==> src/rtl/dff_pipe_reg.sv <==
// Elastic WIDTH-bit, DEPTH-stage register pipeline with valid/ready on both sides,
// bubble collapsing, synchronous flush, occupancy count and a programmable reset value.
module dff_pipe_reg #(
  parameter int               WIDTH       = 8,
  parameter int               DEPTH       = 4,
  parameter logic [WIDTH-1:0] RESET_VALUE = '0
) (
  input  logic                       clk,
  input  logic                       reset,
  input  logic                       flush,
  input  logic                       in_valid,
  input  logic [WIDTH-1:0]           in_data,
  output logic                       in_ready,
  output logic                       out_valid,
  output logic [WIDTH-1:0]           out_data,
  input  logic                       out_ready,
  output logic [$clog2(DEPTH+1)-1:0] count
);

  localparam int CW = $clog2(DEPTH+1);

  // Handshake: a transfer happens on an edge where valid and ready are both high;
  // valid never depends on ready, and in_ready is low during flush and reset.

  logic [DEPTH-1:0] vld_q;
  logic [WIDTH-1:0] data_q [DEPTH];
  logic [DEPTH-1:0] adv;
  logic [DEPTH-1:0] src_vld;
  logic [WIDTH-1:0] src_data [DEPTH];
  logic             run;
  logic             in_xfer;
  logic             out_xfer;

  // A stage may advance when some stage at or beyond it is empty, or the output drains.
  always_comb begin
    adv = '0;
    run = out_ready;
    for (int i = DEPTH-1; i >= 0; i--) begin
      run    = run | ~vld_q[i];
      adv[i] = run;
    end
  end

  assign in_ready  = adv[0] & ~flush & reset;
  assign in_xfer   = in_valid & in_ready;
  assign out_valid = vld_q[DEPTH-1];
  assign out_data  = data_q[DEPTH-1];
  assign out_xfer  = out_valid & out_ready;

  always_comb begin
    src_vld     = '0;
    src_vld[0]  = in_xfer;
    src_data[0] = in_data;
    for (int i = 1; i < DEPTH; i++) begin
      src_vld[i]  = vld_q[i-1];
      src_data[i] = data_q[i-1];
    end
  end

  always_ff @(posedge clk or negedge reset) begin
    if (!reset) begin
      vld_q <= '0;
      count <= '0;
      for (int i = 0; i < DEPTH; i++) data_q[i] <= RESET_VALUE;
    end else if (flush) begin
      vld_q <= '0;
      count <= '0;
      for (int i = 0; i < DEPTH; i++) data_q[i] <= RESET_VALUE;
    end else begin
      for (int i = 0; i < DEPTH; i++) begin
        if (adv[i]) begin
          vld_q[i] <= src_vld[i];
          // Data only moves with a valid item so an empty output stage keeps its last value.
          if (src_vld[i]) data_q[i] <= src_data[i];
        end
      end
      count <= count + CW'(in_xfer) - CW'(out_xfer);
    end
  end

endmodule

==> config.mk <==
export PLATFORM = sky130hd
export DESIGN_NAME = dff_pipe_reg
export DESIGN_NICKNAME = d
export VERILOG_FILES = /design/src/rtl/dff_pipe_reg.sv
export SDC_FILE = /design/constraint.sdc
export NUM_CORES = 1
export LEC_CHECK = 0
export BUFFER_PORTS_ARGS = -buffer_cell sky130_fd_sc_hd__buf_2
export CAP_MARGIN = 20
export CORE_MARGIN = 3
export CORE_UTILIZATION = 60
export CTS_CLUSTER_SIZE = 25
export DETAILED_ROUTE_END_ITERATION = 16
export PLACE_DENSITY_LB_ADDON = 0.25
export SETUP_SLACK_MARGIN = 0.3
export SLEW_MARGIN = 5
export SYNTH_ARGS = -nofsm -noshare
export SYNTH_HDL_FRONTEND = slang
export SYNTH_SLANG_ARGS = --single-unit
==> constraint.sdc <==
create_clock -name clk -period 3.6 [get_ports clk]
set_input_delay 0.54 -clock clk [delete_from_list [all_inputs] [get_ports clk]]
set_output_delay 0.54 -clock clk [all_outputs]
set_load 0.005 [all_outputs]
==> summary.txt <==
Clock network
  • Worst-Skew Late Latency: roughly 340 ps
  • Clock Path Buffers: 2
  • Clock slew seen by the registers of the worst setup and hold paths: about 110 ps
  • CTS tree: yes
  • H-tree depth: 2
  • Setup Buffers After CTS: 0
  • Hold_buf cts: 0
  • CTS root buf: clkbuf_4
  • Num CTS Buffers: 5
  • Clock Sinks: 39
  • Post-cts resize count: 0

Global routing
  • M3 GR Usage: 0.0558
  • Largest net degree at the start of global routing: 27
  • Vias in the first global route: roughly 1400
  • First-pass GRT wire length: 6.29 mm
  • Grt ovf: 0
  • Met2 track demand over resource: 0.350
  • GRT Total Usage: 0.202
  • Gr busiest metal: met2
  • Initial antenna violation count: 0
  • Met1 GRT Util: 0.240

Outcome
  • Status: finished clean

Floorplanning
  • IO Pins: 26
  • Starting Density: 0.633
  • Row count: 20
  • Die span in x: ~63 microns
  • Core Region: 3080 sq um
  • Die span in y: roughly 63 microns
  • Die area: 3960 sq um

Timing
  • Final Skew: ~8.5 ps
  • Setup violators final: 0
  • Max Transition Viols Final: 0
  • RSZ-0062 raised after global routing: false
  • Final Cycle Share: 0.699
  • Slew headroom: 0.640
  • Fmax: approximately 400 MHz
  • Slew @ Worst Pin: 540 ps
  • Minimum clock period after layout: ~2500 ps
  • PnR worst setup slack: 1080 ps
  • WHS: about 130 ps
  • Final Hold Viols: 0
  • Total negative slack: 0 ps

Place
  • IO buf count: 25
  • Gpl congestion: 0.802
  • Post-DP Area: 2020 sq um
  • Dpl cells: 240
  • HPWL after DPL: between 2 and 3 mm
  • Place WS: a little under 1000 ps

Yosys
  • Post-synthesis instance area: 1950 sq um
  • Synth area leaders: dfrtp_1 (50%), mux2i_1 (9.8%), nand2_1 (6.0%), buf_4 (3.5%), a21oi_1 (3.1%)
  • FF+latch count, synth: 39
  • Cell variety after synth: 33
  • Syn. warnings: 0
  • Seq/Total Area, Yosys: 0.501
  • Post-synth top area share: 0.501
  • Mapped Cells: 189
  • Post-Syn Nets: between 200 and 250
  • Syn avg cell area: 10.3 sq um
  • Synth area leader: dfrtp_1

Finish
  • Final nets: 219
  • Multi-input gate area: 826 sq um
  • Fraction of layout cells with a size suffix above 1: 0.191
  • FF+latch area: about 980 sq um
  • Non-Filler Instances: around 250
  • Fin area: 2090 sq um
  • Finished Core Util: 0.678
  • Antenna cells: 0
  • FILL cells: 272
  • Leading cell types in the layout, fill and taps excluded: dfrtp_1 (39), nand2_1 (31), buf_2 (25)
  • Most common cell after layout, fill and taps aside: dfrtp_1
  • Layout area overhead: 7.26%

Power and ir drop
  • Power density over the cells: about 370 nW/um^2
  • Total power: slightly below 0.8 mW
  • Static leakage: 1.03 nW
  • Worst-case vdd ir drop: 267 uV

Worst setup path
  • Reg2Reg Depth: 11
  • CP Capture Type: register
  • Crit start category: register
  • WS Path Type: register to register
  • CP Max Fanout: 17
  • CP required: between 3000 and 4000 ps
  • CP arrival: about 2700 ps

Routing
  • Wire per inst: between 10 and 15 microns
  • Vias: 1425
  • Drt total wl: approximately 3.6 mm
  • Vias per cell: around 5.7
  • Post-route ant nets: 0
  • DR iter-0 viols: ~100
  • DRT Pass-1 Iters: 4
  • DRC viols: 0

Run
  • Max Cap Viol: 0

Worst hold path
  • HP Class: primary input to asynchronous set/reset pin
routing by layer:
layer  vias up  wire (microns)
li1        693               -
met1       682            1460
met2        45            1880
met3         5             185
met4         0              50
met5         -               0
where the power goes:
part / switching [mW] / leakage, nW / total [mW] / internal [mW]
clock: 0.137 / 0.0386 / 0.252 / 0.115
combinational: 0.0405 / 0.456 / 0.0664 / 0.0259
sequential: 0.0112 / 0.537 / 0.461 / 0.450
synth_stat cells:
cell type / number
dfrtp_1: 39
nand2_1: 31
mux2i_1: 19
a21oi_1: 12
buf_4: 9
nand3_1: 9
nor2_1: 8
o21ai_0: 8
clkbuf_1: 7
a32oi_1: 5
nand4_1: 5
a311o_1: 3
nand3b_1: 3
nand4b_1: 3
o311ai_1: 3
and2_1: 2
buf_2: 2
buf_6: 2
ha_1: 2
inv_1: 2
nor2b_1: 2
o311ai_0: 2
and4b_1: 1
and4bb_2: 1
buf_1: 1
clkinv_1: 1
fa_1: 1
inv_2: 1
nand2b_1: 1
nand2b_4: 1
o21ai_4: 1
xnor2_1: 1
xor2_1: 1
critical path, cell delays in order (launching register included):
cell	delay, ps
dfrtp_1	510
and4b_1	250
buf_4	190
a21oi_1	200
nand3_1	100
ha_1	300
inv_1	60
ha_1	130
inv_1	50
fa_1	380
xnor2_1	170
nor2_1	60
sequential cells by signal, summed over array words and instances (netlist names):
signal,count
data_q,24
count,3
vld_q,4
out_data,8
final cells by class:
cell class                      count  share of cell area
Inverter                            4             0.00719
Tap cell                           44              0.0264
Sequential cell                    39               0.467
Multi-Input combinational cell    125               0.395
Timing Repair Buffer               28              0.0707
Clock buffer                        8              0.0330
worst paths after layout:
| path | slack (ps) | to | startpoint |
|---|---|---|---|
| max reg2reg | 1080 | count[2] | vld_q[2] |
| min reg2reg | 540 | out_data[5] | data_q[13] |
| max | 1080 | count[2] | vld_q[2] |
| min | 130 | vld_q[2] | reset |
| max in group asynchronous | 2810 | data_q[26] | reset |
| min in group clk | 430 | data_q[29] | in_data[5] |
cell families (layout without fill, tap and decap cells):
logic type,Yosys count,after routing,share of synthesized area
and+or+nand+nor,67,67,0.174
DFF,39,39,0.501
AOI/OAI and AO/OA,34,34,0.120
buffers and inverters,25,40,0.0745
muxes,19,19,0.0977
adders and majority gates,3,3,0.0231
xor gates and xnor gates,2,2,0.00900
(Power assumes the default switching activity.)
